<file path="src/rtl/pipe_pkg.sv">
// Shared definitions for the pipeline stage register: stall encodings,
// the per-edge operation decode and the statistics counter width.
package pipe_pkg;

  typedef enum logic {
    NO_STOP = 1'b0,
    STOP    = 1'b1
  } stall_e;

  typedef enum logic [1:0] {
    OP_HOLD,
    OP_LOAD,
    OP_BUBBLE,
    OP_FLUSH
  } stage_op_e;

  localparam int STAT_W = 16;
  localparam logic [STAT_W-1:0] ZERO_WORD = '0;

  // A stopped stage emits a bubble only when the stage after it can move.
  function automatic stage_op_e decode_op(input logic flush,
                                          input logic stop_here,
                                          input logic stop_next);
    stage_op_e op;
    if (flush)
      op = OP_FLUSH;
    else if (stop_here == STOP && stop_next == NO_STOP)
      op = OP_BUBBLE;
    else if (stop_here == NO_STOP)
      op = OP_LOAD;
    else
      op = OP_HOLD;
    return op;
  endfunction

endpackage

</file>
<file path="src/rtl/sat_counter.sv">
// Saturating up-counter with optional parallel load; the increment applies
// to the loaded value when both load and inc are asserted on the same edge.
module sat_counter #(
  parameter int WIDTH = 16
) (
  input  logic             clk,
  input  logic             rst,
  input  logic             clear,
  input  logic             load,
  input  logic [WIDTH-1:0] load_val,
  input  logic             inc,
  output logic [WIDTH-1:0] count
);

  logic [WIDTH-1:0] count_q;
  logic [WIDTH-1:0] count_d;
  logic [WIDTH-1:0] base;

  always_comb begin
    base = load ? load_val : count_q;
    count_d = base;
    if (clear)
      count_d = '0;
    else if (inc && base != {WIDTH{1'b1}})
      count_d = base + 1'b1;
  end

  always_ff @(posedge clk) begin
    if (rst)
      count_q <= '0;
    else
      count_q <= count_d;
  end

  assign count = count_q;

endmodule

</file>
<file path="src/rtl/pipe_stage_reg.sv">
// Pipeline stage register with flush / bubble-insert / load / hold priority.
// Define PIPE_STAGE_STAT_EN to build the bubble and flush statistics counters.
module pipe_stage_reg
  import pipe_pkg::*;
#(
  parameter int DW      = 160,
  parameter int LANES   = 1,
  parameter int STALL_W = 6,
  parameter int STAGE   = 2,
  parameter int CNT_W   = 2
) (
  input  logic                  clk,
  input  logic                  rst,
  input  logic [STALL_W-1:0]    stall,
  input  logic                  flush,
  input  logic [LANES-1:0]      in_valid,
  input  logic [LANES*DW-1:0]   in_data,
  input  logic [LANES-1:0]      in_bubble,
  input  logic                  slot_flag_i,
  input  logic [CNT_W-1:0]      hold_cnt_i,
  output logic [LANES-1:0]      out_valid,
  output logic [LANES*DW-1:0]   out_data,
  output logic [LANES-1:0]      out_bubble,
  output logic                  slot_flag_o,
  output logic [CNT_W-1:0]      hold_cnt_o,
  output logic [STAT_W-1:0]     stat_bubble_cnt,
  output logic [STAT_W-1:0]     stat_flush_cnt
);

  stage_op_e             op;
  logic [LANES-1:0]      out_valid_q, out_valid_d;
  logic [LANES-1:0]      out_bubble_q, out_bubble_d;
  logic [LANES*DW-1:0]   out_data_q, out_data_d;
  logic                  slot_flag_q, slot_flag_d;
  logic                  is_bubble, is_flush;
  logic                  unused_stall;

  // Only two stall bits matter here; the rest belong to other stages.
  assign unused_stall = ^stall;

  assign op        = decode_op(flush, stall[STAGE], stall[STAGE+1]);
  assign is_bubble = (op == OP_BUBBLE);
  assign is_flush  = (op == OP_FLUSH);

  always_comb begin
    out_valid_d  = out_valid_q;
    out_bubble_d = out_bubble_q;
    out_data_d   = out_data_q;
    slot_flag_d  = slot_flag_q;
    unique case (op)
      OP_FLUSH: begin
        out_valid_d  = '0;
        out_data_d   = '0;
        out_bubble_d = '1;
        slot_flag_d  = 1'b0;
      end
      OP_BUBBLE: begin
        out_valid_d  = '0;
        out_data_d   = '0;
        out_bubble_d = '1;
      end
      OP_LOAD: begin
        out_valid_d  = in_valid;
        out_bubble_d = in_bubble;
        slot_flag_d  = slot_flag_i;
        for (int k = 0; k < LANES; k++)
          out_data_d[k*DW +: DW] = in_valid[k] ? in_data[k*DW +: DW] : '0;
      end
      default: ;
    endcase
  end

  always_ff @(posedge clk) begin
    if (rst) begin
      out_valid_q  <= '0;
      out_bubble_q <= '0;
      out_data_q   <= '0;
      slot_flag_q  <= 1'b0;
    end else begin
      out_valid_q  <= out_valid_d;
      out_bubble_q <= out_bubble_d;
      out_data_q   <= out_data_d;
      slot_flag_q  <= slot_flag_d;
    end
  end

  assign out_valid   = out_valid_q;
  assign out_bubble  = out_bubble_q;
  assign out_data    = out_data_q;
  assign slot_flag_o = slot_flag_q;

  // Bubble edges report one more than upstream; flush and load restart at zero.
  sat_counter #(.WIDTH(CNT_W)) u_hold_cnt (
    .clk      (clk),
    .rst      (rst),
    .clear    (is_flush || op == OP_LOAD),
    .load     (is_bubble),
    .load_val (hold_cnt_i),
    .inc      (is_bubble),
    .count    (hold_cnt_o)
  );

`ifdef PIPE_STAGE_STAT_EN
  sat_counter #(.WIDTH(STAT_W)) u_stat_bubble (
    .clk      (clk),
    .rst      (rst),
    .clear    (1'b0),
    .load     (1'b0),
    .load_val (ZERO_WORD),
    .inc      (is_bubble),
    .count    (stat_bubble_cnt)
  );

  sat_counter #(.WIDTH(STAT_W)) u_stat_flush (
    .clk      (clk),
    .rst      (rst),
    .clear    (1'b0),
    .load     (1'b0),
    .load_val (ZERO_WORD),
    .inc      (is_flush),
    .count    (stat_flush_cnt)
  );
`else
  assign stat_bubble_cnt = ZERO_WORD;
  assign stat_flush_cnt  = ZERO_WORD;
`endif

endmodule

</file>
<file path="config.mk">
export PLATFORM = sky130hd
export DESIGN_NAME = pipe_stage_reg
export DESIGN_NICKNAME = d
export VERILOG_FILES = /design/src/rtl/pipe_pkg.sv /design/src/rtl/sat_counter.sv /design/src/rtl/pipe_stage_reg.sv
export SDC_FILE = /design/constraint.sdc
export NUM_CORES = 1
export LEC_CHECK = 0
export ABC_AREA = 1
export CAP_MARGIN = 20
export CORE_MARGIN = 5
export CORE_UTILIZATION = 35
export DETAILED_ROUTE_END_ITERATION = 10
export DONT_BUFFER_PORTS = 1
export PLACE_DENSITY = 0.5
export SETUP_SLACK_MARGIN = 0.15
export SKIP_CTS_REPAIR_TIMING = 1
export SLEW_MARGIN = 20
export SYNTH_ARGS = -nofsm -noshare
export SYNTH_HDL_FRONTEND = slang
export SYNTH_HIERARCHICAL = 1
export SYNTH_SLANG_ARGS = --single-unit
</file>
<file path="constraint.sdc">
create_clock -name clk -period 2.5 [get_ports clk]
set_input_delay 0.5 -clock clk [delete_from_list [all_inputs] [get_ports clk]]
set_output_delay 0.5 -clock clk [all_outputs]
set_load 0.05 [all_outputs]
</file>
# [Word-level counts from Yosys, hierarchy flattened]
# Index checks and enable logic that the tools add are counted.
[op_classes] n_mux=10 bitwise=1 reduce_logical=7 n_addsub=1 eq_ne=4
[ops] cell="$pmux 160 s2" count=1
[ops] cell="$mux 160" count=1
[ops] cell="$mux 2" count=4
[ops] cell="$pmux 1 s2" count=3
[ops] cell="$eq 2x2->1 const B" count=2
[ops] cell="$reduce_bool 2->1" count=2
[ops] cell="$reduce_or 2->1" count=2
[ops] cell="$add 2x1->2 const B" count=1
[ops] cell="$eq 2x1->1 const B" count=1
[ops] cell="$logic_and 1x1->1" count=2
[ops] cell="$ne 2x2->1 const B" count=1
[ops] cell="$logic_or 1x1->1" count=1
[ops] cell="$mux 1" count=1
[ops] cell="$not 1->1" count=1
[word_totals] output_inout_bits=197 word_cells=28 input_bits=174 register_bits=165

# [Depth between registers and ports, before layout]
# Gate-level depths: netlist of the first run.
[logic_depth] word_depth=9 depth_mapped=13 depth_no_buf=12

# [Hierarchy]
# Netlist of the first run, hierarchy kept.
[modules_own_cells] module="pipe_stage_reg" cells_each=1120 area_each_um2=7669.9 n_inst=1
[modules_own_cells] module="sat_counter" cells_each=26 area_each_um2=143.9 n_inst=1

# [Least setup slack after synthesis of the first run]
# No wires, ideal clock.
[synth_path] path_kind="input-to-reg" startpoint="input port stall[3]" endpoint="register u_hold_cnt.count_q[1], in the netlist u_hold_cnt/count[1]" slack_ps=426 arrival_time_ps=1958 path_buffers=2 path_stages=11 cell_sequence="buf_2 > clkbuf_1 > nor3_1 > inv_2 > nand2_1 > nand2_2 > ha_1 > inv_1 > nand2_1 > o21ai_0 > nor2_1"
[synth_via] elab_chain_cells=9 word_cells_on_any_way=14
[synth_rtl] element="start: declaration" line_no="pipe_stage_reg.sv:14" source="input logic [STALL_W-1:0] stall,"
[synth_rtl] element="$not 1->1 *" line_no="pipe_pkg.sv:27" source="else if (stop_here == STOP && stop_next == NO_STOP)"
[synth_rtl] element="$logic_and 1x1->1 *" line_no="pipe_pkg.sv:27"
[synth_rtl] element="$mux 2 *" line_no="pipe_pkg.sv:27"
[synth_rtl] element="$mux 2 *" line_no="pipe_pkg.sv:25" source="if (flush)"
[synth_rtl] element="$eq 2x2->1 *" line_no="pipe_stage_reg.sv:42" source="assign is_bubble = (op == OP_BUBBLE);"
[synth_rtl] element="named net is_bubble" line_no="pipe_stage_reg.sv:35" source="logic is_bubble, is_flush;"
[synth_rtl] element="branches (longest 3 deep; another with $add 2x1->2)"
[synth_rtl] element="$mux 2 *" line_no="sat_counter.sv:24" source="else if (inc && base != {WIDTH{1'b1}})"
[synth_rtl] element="end signal: assignment" line_no="sat_counter.sv:32" source="count_q <= count_d;"
[synth_rtl] element="end: declaration" line_no="sat_counter.sv:15" source="logic [WIDTH-1:0] count_q;"
# Mark *: on every way through the listed nets, which the timed path passes.
# A chain may end at the register's enable or synchronous reset.

# [Final worst setup path of the first run]
[layout_path] startpoint="register out_data_q[24], in the netlist out_data[24]" endpoint="output port out_data[24]"
[layout_rtl] element="start: declaration" line_no="pipe_stage_reg.sv:33" source="logic [LANES*DW-1:0] out_data_q, out_data_d;"
[layout_rtl] element="start signal: assignment" line_no="pipe_stage_reg.sv:82" source="out_data_q <= out_data_d;"
[layout_rtl] element="end: declaration" line_no="pipe_stage_reg.sv:22" source="output logic [LANES*DW-1:0] out_data,"
# No word-level cell between the ends.

==> run summary, run 1 <==
clock tree from TritonCTS = built
final core utilization = 37.6%
Worst R2R Path Depth = 8
H-tree levels = 4
fin. max-slew vios = 0
Gate Count Post-Synth = 1146
Max rail drop VDD = 366 uV
count of flip-flops with a built-in enable after synthesis = 0
site row count = 54
most common flop cell mapped by yosys = sky130_fd_sc_hd__dfxtp_1
number of buffers inserted by port buffering = 0
number of global-route vias before repair = 6456
capturing point of the worst reg2reg path = u_hold_cnt/count[0]
GR Util All Layers = 18.0%
CTS buffer count = 17
register area share after synthesis = 42.3%
Critical Path End Type = output pin
arrival time reported for the critical path endpoint = 1120 ps
top-count cell post-synth = sky130_fd_sc_hd__nand2_1
Post-Layout Cell Count = 1356
category of the worst setup path launch point = register
number of antenna violations at the first check in global routing = 0
share of layout cells above drive strength 1 = 3.81%
antenna viol nets, final = 0
total congestion overflow after global routing = 0
top area cells in the synthesized netlist = sky130_fd_sc_hd__dfxtp_1 (42%), sky130_fd_sc_hd__nand2_1 (16%), sky130_fd_sc_hd__nand4_1 (13%)
clock sinks = 165
Yosys top cell area share = 42.3%
skew final = 7.70 ps
worst-case clock buffer depth = 2
worst setup path class = reg2out
crit path max fanout = 2
DRC viols = 0
wire length of the first global-routing pass = 38100 um
Critical Path Stages = 0
Max Fclk = 0.618 GHz
destination of the critical timing path = out_data[24]
Pwr Density = 711 mW/mm^2
total number of vias = 7046
Starting DRT DRC Count = 669
cell count after placement = 1324
final WL = 24500 um
initial standard-cell utilization of the core = 35.7%
RSZ-0062 raised after global routing = no
flop2flop setup slack = 1060 ps
required time at the endpoint of the critical path = 2000 ps
Max-slew headroom = 60.1%
routability cong. = 0.761
number of endpoints with negative hold slack in the final report = 0
placeable core region = 0.0219 mm^2
post-detailed-placement half-perimeter wirelength = 14400 um
Initial DRT Pass Iterations = 5
register bit total from synthesis = 165
most used standard cells in the synthesized netlist = sky130_fd_sc_hd__nand2_1 (333), sky130_fd_sc_hd__inv_1 (169), sky130_fd_sc_hd__dfxtp_1 (165), sky130_fd_sc_hd__a21oi_1 (162), sky130_fd_sc_hd__nand4_1 (162)
final worst path period need = 1620 ps
max-capacitance violation count = 0
outcome = completed
master cell of the clock root buffer = sky130_fd_sc_hd__clkbuf_16
number of synthesis warnings = 6
per-cell via count in the routed design = 5.20
fraction of synthesis flops using an asynchronous set or reset pin = 0%
number of distinct library cell variants in the gate-level netlist after synthesis = 18
routed wire length per instance = 18.0 um
setup-violating endpoint count in the final report = 0
Antenna Cells = 0
Die Y = 159 um
overall die area = 0.0254 mm^2
Final Cycle Share = 64.8%
Crit. Startpoint = out_data[24]
synthesis-to-finish area growth = 5.20%
leakage power figure = 3.83 nW
post-synthesis instance area = 0.00781 mm^2
setup_tns = 0 ps
post-synthesis cell type with the largest combined area = sky130_fd_sc_hd__dfxtp_1
path category of the worst min-delay check = in2reg
width of the die = 159 um
average cell area after synthesis = 6.82 um^2
number of nets in the layout = 1238
Clock Latency Late Sink = 410 ps
clock-pin transition on the worst setup and hold timing paths = 70 ps
largest net degree at the start of global routing = 166
reg2reg start = u_hold_cnt/count[1]
I/O Pins = 371
worst slew pin tran = 598 ps
cell type report:
type | count | area, um^2
clock buffers | 19 | 453
clock inverters | 13 | 111
fillers | 2362 | 13700
inverters | 171 | 644
multi-input cells | 703 | 3270
flip-flops and latches | 165 | 3300
well taps | 280 | 350
repair buffers | 5 | 87.6
layout by cell type, fill, tap and decap left out, types with 6 or more instances in the layout:
cell type / instances
sky130_fd_sc_hd__dfxtp_1: 165
sky130_fd_sc_hd__clkbuf_16: 17
sky130_fd_sc_hd__a21oi_1: 162
sky130_fd_sc_hd__nor2_1: 7
sky130_fd_sc_hd__conb_1: 32
sky130_fd_sc_hd__nand2_1: 333
sky130_fd_sc_hd__inv_1: 169
sky130_fd_sc_hd__inv_6: 6
sky130_fd_sc_hd__nand4_1: 162
through the flow:
| step | cell area, um^2 | power, mW | setup WS [ps] | hold slack, ps |
|---|---|---|---|---|
| CTS | 8220 | 5.93 | 844 | 131 |
| detailed placement | 7660 | 3.36 | 603 | 584 |
| floorplan | 7930 | 3.46 | 426 | 634 |
| finish | 8220 | 5.84 | 881 | 157 |
| global route | 8220 | 6.12 | 764 | 119 |
| global placement | 7660 | 3.36 | 581 | 582 |
worst min-delay path by stage:
stage / startpoint / endpoint / slack, ps / depth (start not counted)
6_report: rst / out_data[4] / 160 / 1
5_1_grt: rst / out_data[138] / 120 / 1
4_1_cts: rst / out_data[11] / 130 / 1
3_5_place_dp: rst / out_data[138] / 580 / 1
3_3_place_gp: rst / out_data[4] / 580 / 1
2_1_floorplan: in_bubble / out_bubble / 630 / 2
registers in the layout, summed over array words and instances (netlist names):
name and flops:
out_data 160, u_hold_cnt/count 2, out_bubble 1, out_valid 1, slot_flag_o 1
power by group:
part	total (mW)	internal, mW	switching, mW
Clock	2.55	1.36	1.19
Sequential	2.89	2.68	0.214
Combinational	0.400	0.102	0.298
kinds of logic after synthesis:
family	share of synthesized area, %
simple gates	29.7
other cells	0.0480
flops	42.3
fa+ha+maj	0.160
compound gates	10.4
buf+inv	17.4
metal layers:
| layer | up-vias | part of all wire, % | track usage (%) |
|---|---|---|---|
| met3 | 16 | 11 | 8.54 |
| met1 | 3256 | 42 | 23.6 |
| met2 | 307 | 46 | 27.0 |
| met4 | 0 | 1.2 | 4.07 |
| met5 | - | 0 | 0 |
| li1 | 3467 | - | - |
Power figures use the tool's default switching activity.
==> run 2, diff against run 1 <==
Clock period 2.5 ns to 1.5 ns, I/O delays scaled along.
==> run summary, run 2 (synthesis results as in run 1) <==
Final Cycle Share = 87.9%
clock-pin transition on the worst setup and hold timing paths = 80 ps
Pwr Density = 1070 mW/mm^2
number of buffers inserted by port buffering = 0
total number of vias = 7428
reg2reg start = out_data[79]
worst setup path class = in2reg
initial standard-cell utilization of the core = 35.7%
wire length of the first global-routing pass = 38200 um
placeable core region = 0.0219 mm^2
per-cell via count in the routed design = 5.08
flop2flop setup slack = 290 ps
leading cell types in the layout, fill and taps excluded = sky130_fd_sc_hd__nand2_1 (332), sky130_fd_sc_hd__inv_1 (168), sky130_fd_sc_hd__nand4_1 (162), sky130_fd_sc_hd__a21oi_1 (162), sky130_fd_sc_hd__dfxtp_2 (94)
setup-violating endpoint count in the final report = 0
master cell of the clock root buffer = sky130_fd_sc_hd__clkbuf_16
number of nets in the layout = 1345
GR Util All Layers = 18.1%
setup_tns = 0 ps
category of the worst setup path launch point = primary input
final WL = 25000 um
CTS buffer count = 17
Antenna Cells = 0
routed wire length per instance = 17.1 um
required time at the endpoint of the critical path = 1870 ps
Worst R2R Path Depth = 3
clock sinks = 165
leakage power figure = 4.51 nW
flip-flop count of the largest register, all copies and words added = 160
final worst path period need = 1320 ps
Final Hold Slack = -34.3 ps
destination of the critical timing path = out_data[53]
max-capacitance violation count = 0
width of the die = 159 um
DRC viols = 0
overall die area = 0.0254 mm^2
number of antenna violations at the first check in global routing = 0
H-tree levels = 4
synthesis-to-finish area growth = 19.1%
routability cong. = 0.751
fin. max-slew vios = 0
minimum setup slack after placement = 94.4 ps
site row count = 54
antenna viol nets, final = 0
skew final = 7.06 ps
crit path max fanout = 165
path category of the worst min-delay check = in2reg
post-detailed-placement half-perimeter wirelength = 14700 um
number of endpoints with negative hold slack in the final report = 18
Max Fclk = 0.759 GHz
outcome = finished, violations left
failing checks = hold timing
Crit. Startpoint = stall[2]
min setup slack post-route = 182 ps
Starting DRT DRC Count = 616
capturing point of the worst reg2reg path = out_data[79]
Initial DRT Pass Iterations = 5
Max rail drop VDD = 529 uV
number of global-route vias before repair = 6649
Clock Latency Late Sink = 420 ps
I/O Pins = 371
clock tree from TritonCTS = built
most common cell after layout, fill and taps aside = sky130_fd_sc_hd__nand2_1
Die Y = 159 um
largest net degree at the start of global routing = 166
total congestion overflow after global routing = 0
share of layout cells above drive strength 1 = 18.1%
RSZ-0062 raised after global routing = no
arrival time reported for the critical path endpoint = 1690 ps
Critical Path End Type = register
worst-case clock buffer depth = 2
-- run 2: cell count changes in the layout (fill, tap and decap cells not counted), moves of 2 or more --
cell,before,now
sky130_fd_sc_hd__clkbuf_8,2,0
sky130_fd_sc_hd__inv_6,6,4
sky130_fd_sc_hd__clkinv_4,4,0
sky130_fd_sc_hd__dfxtp_1,165,71
sky130_fd_sc_hd__clkinvlp_4,1,3
sky130_fd_sc_hd__buf_4,1,72
sky130_fd_sc_hd__dfxtp_2,0,94
sky130_fd_sc_hd__dlygate4sd3_1,0,31
sky130_fd_sc_hd__buf_12,4,9
sky130_fd_sc_hd__inv_8,1,4
-- run 2: per-stage QoR --
step           hold WS, ps  utilization [%]  power (mW)  instance area [um^2]  cells
5_1_grt              -85.9             42.5        10.4                  9310   1463
6_report             -34.3             42.5        9.96                  9310   1463
3_5_place_dp           385             37.9        5.68                  8310   1400
2_1_floorplan          434                -        5.77                  7960   1177
4_1_cts              -78.0             40.6        10.1                  8880   1432
3_3_place_gp           382             37.9        5.68                  8310   1400
-- run 2: layout make-up --
type	instances	area (um^2)
multi-input combinational	703	3290
inverter	171	644
clock inverter	14	143
tap	280	350
fill	2327	12600
timing repair buffer	112	1030
clock buffer	18	429
sequential	165	3420
-- run 2: worst min-delay path by stage --
stage / to / cells after the start / startpoint / slack, ps
6_report: out_data[13] / 1 / rst / -30
4_1_cts: out_data[13] / 1 / rst / -80
3_5_place_dp: out_data[4] / 1 / rst / 390
3_3_place_gp: out_data[4] / 1 / rst / 380
2_1_floorplan: out_bubble / 2 / in_bubble / 430
5_1_grt: out_data[4] / 1 / rst / -90
-- run 2: power breakdown --
part / internal, mW / switching (mW) / leakage (nW)
Sequential: 4.47 / 0.221 / 1.38
Combinational: 0.259 / 0.650 / 2.86
Clock: 2.35 / 2.01 / 0.275
Total: 7.08 / 2.88 / 4.51
-- run 2: worst max-delay path, stage by stage --
cell and delay (ps):
sky130_fd_sc_hd__nor2_4 170, sky130_fd_sc_hd__buf_12 240, sky130_fd_sc_hd__buf_12 180, sky130_fd_sc_hd__nand2_1 60
sky130_fd_sc_hd__a21oi_1 120, sky130_fd_sc_hd__dlygate4sd3_1 570
-- run 2: layer usage --
layer	vias to the layer above	part of all wire, %	track usage, %
met5	-	0	0
met4	0	1.2	4.42
met3	21	9.5	7.71
met2	292	47	28.4
met1	3432	42	23.0
li1	3683	-	-
==> run 3, diff against run 2 <==
Settings changed: CORE_AREA set to 5 5 142 144, CORE_MARGIN 5 to not set, CORE_UTILIZATION 35 to not set, DIE_AREA set to 0 0 147 149, DONT_BUFFER_PORTS 1 to not set, PLACE_DENSITY 0.5 to 0.73, SYNTH_HIERARCHICAL 1 to not set.
==> run summary, run 3 <==
capture endpoint of the worst hold path = out_data[150]
Clock power frac = 40.5%
Starting DRT DRC Count = 177
Final Cycle Share = 87.5%
register area share after synthesis = 54.8%
GR Util met1 = 18.9%
layer with the highest usage = met2
worst-case clock buffer depth = 2
clock sinks = 165
placeable core region = 0.0186 mm^2
minimum setup slack after placement = -320 ps
part of the total power dissipated in combinational logic = 16.0%
wire length of the first global-routing pass = 31900 um
top area cells in the synthesized netlist = sky130_fd_sc_hd__dfxtp_1 (55%), sky130_fd_sc_hd__nand2_1 (21%), sky130_fd_sc_hd__a21oi_1 (13%)
Pwr Density = 881 mW/mm^2
most common flop cell mapped by yosys = sky130_fd_sc_hd__dfxtp_1
post-synthesis cell type with the largest combined area = sky130_fd_sc_hd__dfxtp_1
Max Fclk = 0.762 GHz
number of endpoints with negative hold slack in the final report = 0
Cell Int Power = 7.62 mW
count of flip-flops with a built-in enable after synthesis = 0
largest net degree at the start of global routing = 58
RSZ-0062 raised after global routing = no
path category of the worst min-delay check = in2reg
number of buffers inserted by port buffering = 334
max-capacitance violation count = 0
site row count = 50
Initial DRT Pass Iterations = 4
number of synthesis warnings = 0
total congestion overflow after global routing = 0
Final Hold Slack = 248 ps
setup-violating endpoint count in the final report = 0
min setup slack post-route = 188 ps
final core utilization = 64.0%
Critical Path End Type = output pin
reg2reg start = u_hold_cnt.count[1]
CTS buffer count = 17
Final Cell Area = 0.0119 mm^2
I/O Pins = 371
Die Y = 149 um
flip-flop count of the largest register, all copies and words added = 160
width of the die = 147 um
synthesis-to-finish area growth = 97.3%
worst setup path class = reg2out
area used by multi-input combinational logic = 0.00227 mm^2
H-tree levels = 4
final WL = 22100 um
total number of vias = 6109
arrival time reported for the critical path endpoint = 1010 ps
GR Util All Layers = 18.3%
cell with the largest stage delay on the worst path = sky130_fd_sc_hd__dfxtp_1
category of the worst setup path launch point = register
fraction of synthesis flops using an asynchronous set or reset pin = 0%
master cell of the clock root buffer = sky130_fd_sc_hd__clkbuf_16
crit path max fanout = 2
setup_tns = 0 ps
number of nets in the layout = 1265
clock-pin transition on the worst setup and hold timing paths = 70 ps
Net Sw Power = 2.86 mW
Max rail drop VDD = 734 uV
skew final = 1.75 ps
leading cell types in the layout, fill and taps excluded = sky130_fd_sc_hd__nand2_1 (331), sky130_fd_sc_hd__buf_12 (173), sky130_fd_sc_hd__clkdlybuf4s50_1 (165), sky130_fd_sc_hd__dfxtp_1 (165), sky130_fd_sc_hd__a21oi_1 (161)
fin. max-slew vios = 0
Post-Layout Cell Count = 1337
post-detailed-placement half-perimeter wirelength = 16100 um
DRC viols = 0
critical hold path startpoint = rst
Antenna Cells = 0
most used standard cells in the synthesized netlist = sky130_fd_sc_hd__nand2_1 (331), sky130_fd_sc_hd__dfxtp_1 (165), sky130_fd_sc_hd__a21oi_1 (161), sky130_fd_sc_hd__buf_4 (34), sky130_fd_sc_hd__buf_2 (22)
met2 layer usage reported by global route = 31.3%
Clock Latency Late Sink = 410 ps
critical path, cell by cell = buf_12
Gate Count Post-Synth = 768
Worst R2R Path Depth = 7
Reg power frac = 43.4%
count of buffer and inverter cells on the critical path = 1
post-synthesis instance area = 0.00603 mm^2
antenna viol nets, final = 0
routability cong. = 0.745
switching portion of total power = 27.3%
number of global-route vias before repair = 5955
routing usage on met3 = 9.81%
register bit total from synthesis = 165
area of all sequential standard cells = 0.00330 mm^2
overall power = 10.5 mW
routed wire length per instance = 16.6 um
overall die area = 0.0219 mm^2
per-cell via count in the routed design = 4.57
average cell area after synthesis = 7.85 um^2
leakage power figure = 4.40 nW
total cell area at the placement stage = 0.0111 mm^2
outcome = completed
flop2flop setup slack = 370 ps
Largest stage delay, worst path = 420 ps
required time at the endpoint of the critical path = 1200 ps
most common cell after layout, fill and taps aside = sky130_fd_sc_hd__nand2_1
number of antenna violations at the first check in global routing = 1
Yosys top cell area share = 54.8%
cell count after placement = 1298
Hold Crit Depth = 2
number of distinct library cell variants in the gate-level netlist after synthesis = 17
share of layout cells above drive strength 1 = 20.5%
clock tree from TritonCTS = built
final worst path period need = 1310 ps
number of fill cells = 1420
capturing point of the worst reg2reg path = u_hold_cnt.count[1]
Top Family by Delay on Critical Path = flip-flops
initial standard-cell utilization of the core = 32.4%
top-count cell post-synth = sky130_fd_sc_hd__nand2_1
## run 3: logic make-up after synthesis
kind of cell	synth area share (%)
other	0.0622
AO/OA/AOI/OAI	13.4
buffers and inverters	9.61
AND/OR/NAND/NOR	21.9
flip-flops	54.8
adder cells (fa/ha/maj)	0.208
## run 3: worst max-delay path by stage
stage                        startpoint  cells past startpoint                   to
floorplan           u_hold_cnt.count[1]                      7  u_hold_cnt.count[1]
global placement                  flush                     10  u_hold_cnt.count[1]
detailed placement                flush                     10  u_hold_cnt.count[1]
CTS                            stall[2]                      7        out_data[121]
global route              out_data[138]                      1        out_data[138]
finish                     out_data[47]                      1         out_data[47]
## run 3: layer usage
metal / part of all wire [%] / wire, um
met1: 37 / 8200
met5: 0.081 / 18
met2: 49 / 10800
met4: 2.8 / 620
met3: 11 / 2530
## run 3: area by class of cell
type                    count  share of cell area (%)
repair buffers            356                    45.6
clock inverters            15                    1.21
inverters                   7                   0.305
clock buffers              17                    3.58
well taps                 234                    2.46
flip-flops and latches    165                    27.8
multi-input cells         543                    19.1
## run 3: power groups by stage
stage	sequential, mW	clock (mW)	combinational (mW)
6_report	4.55	4.25	1.68
5_1_grt	4.56	4.58	1.76
4_1_cts	4.55	4.37	1.63
3_5_place_dp	4.65	0	1.63
3_3_place_gp	4.65	0	1.61
2_1_floorplan	4.89	0	0.510
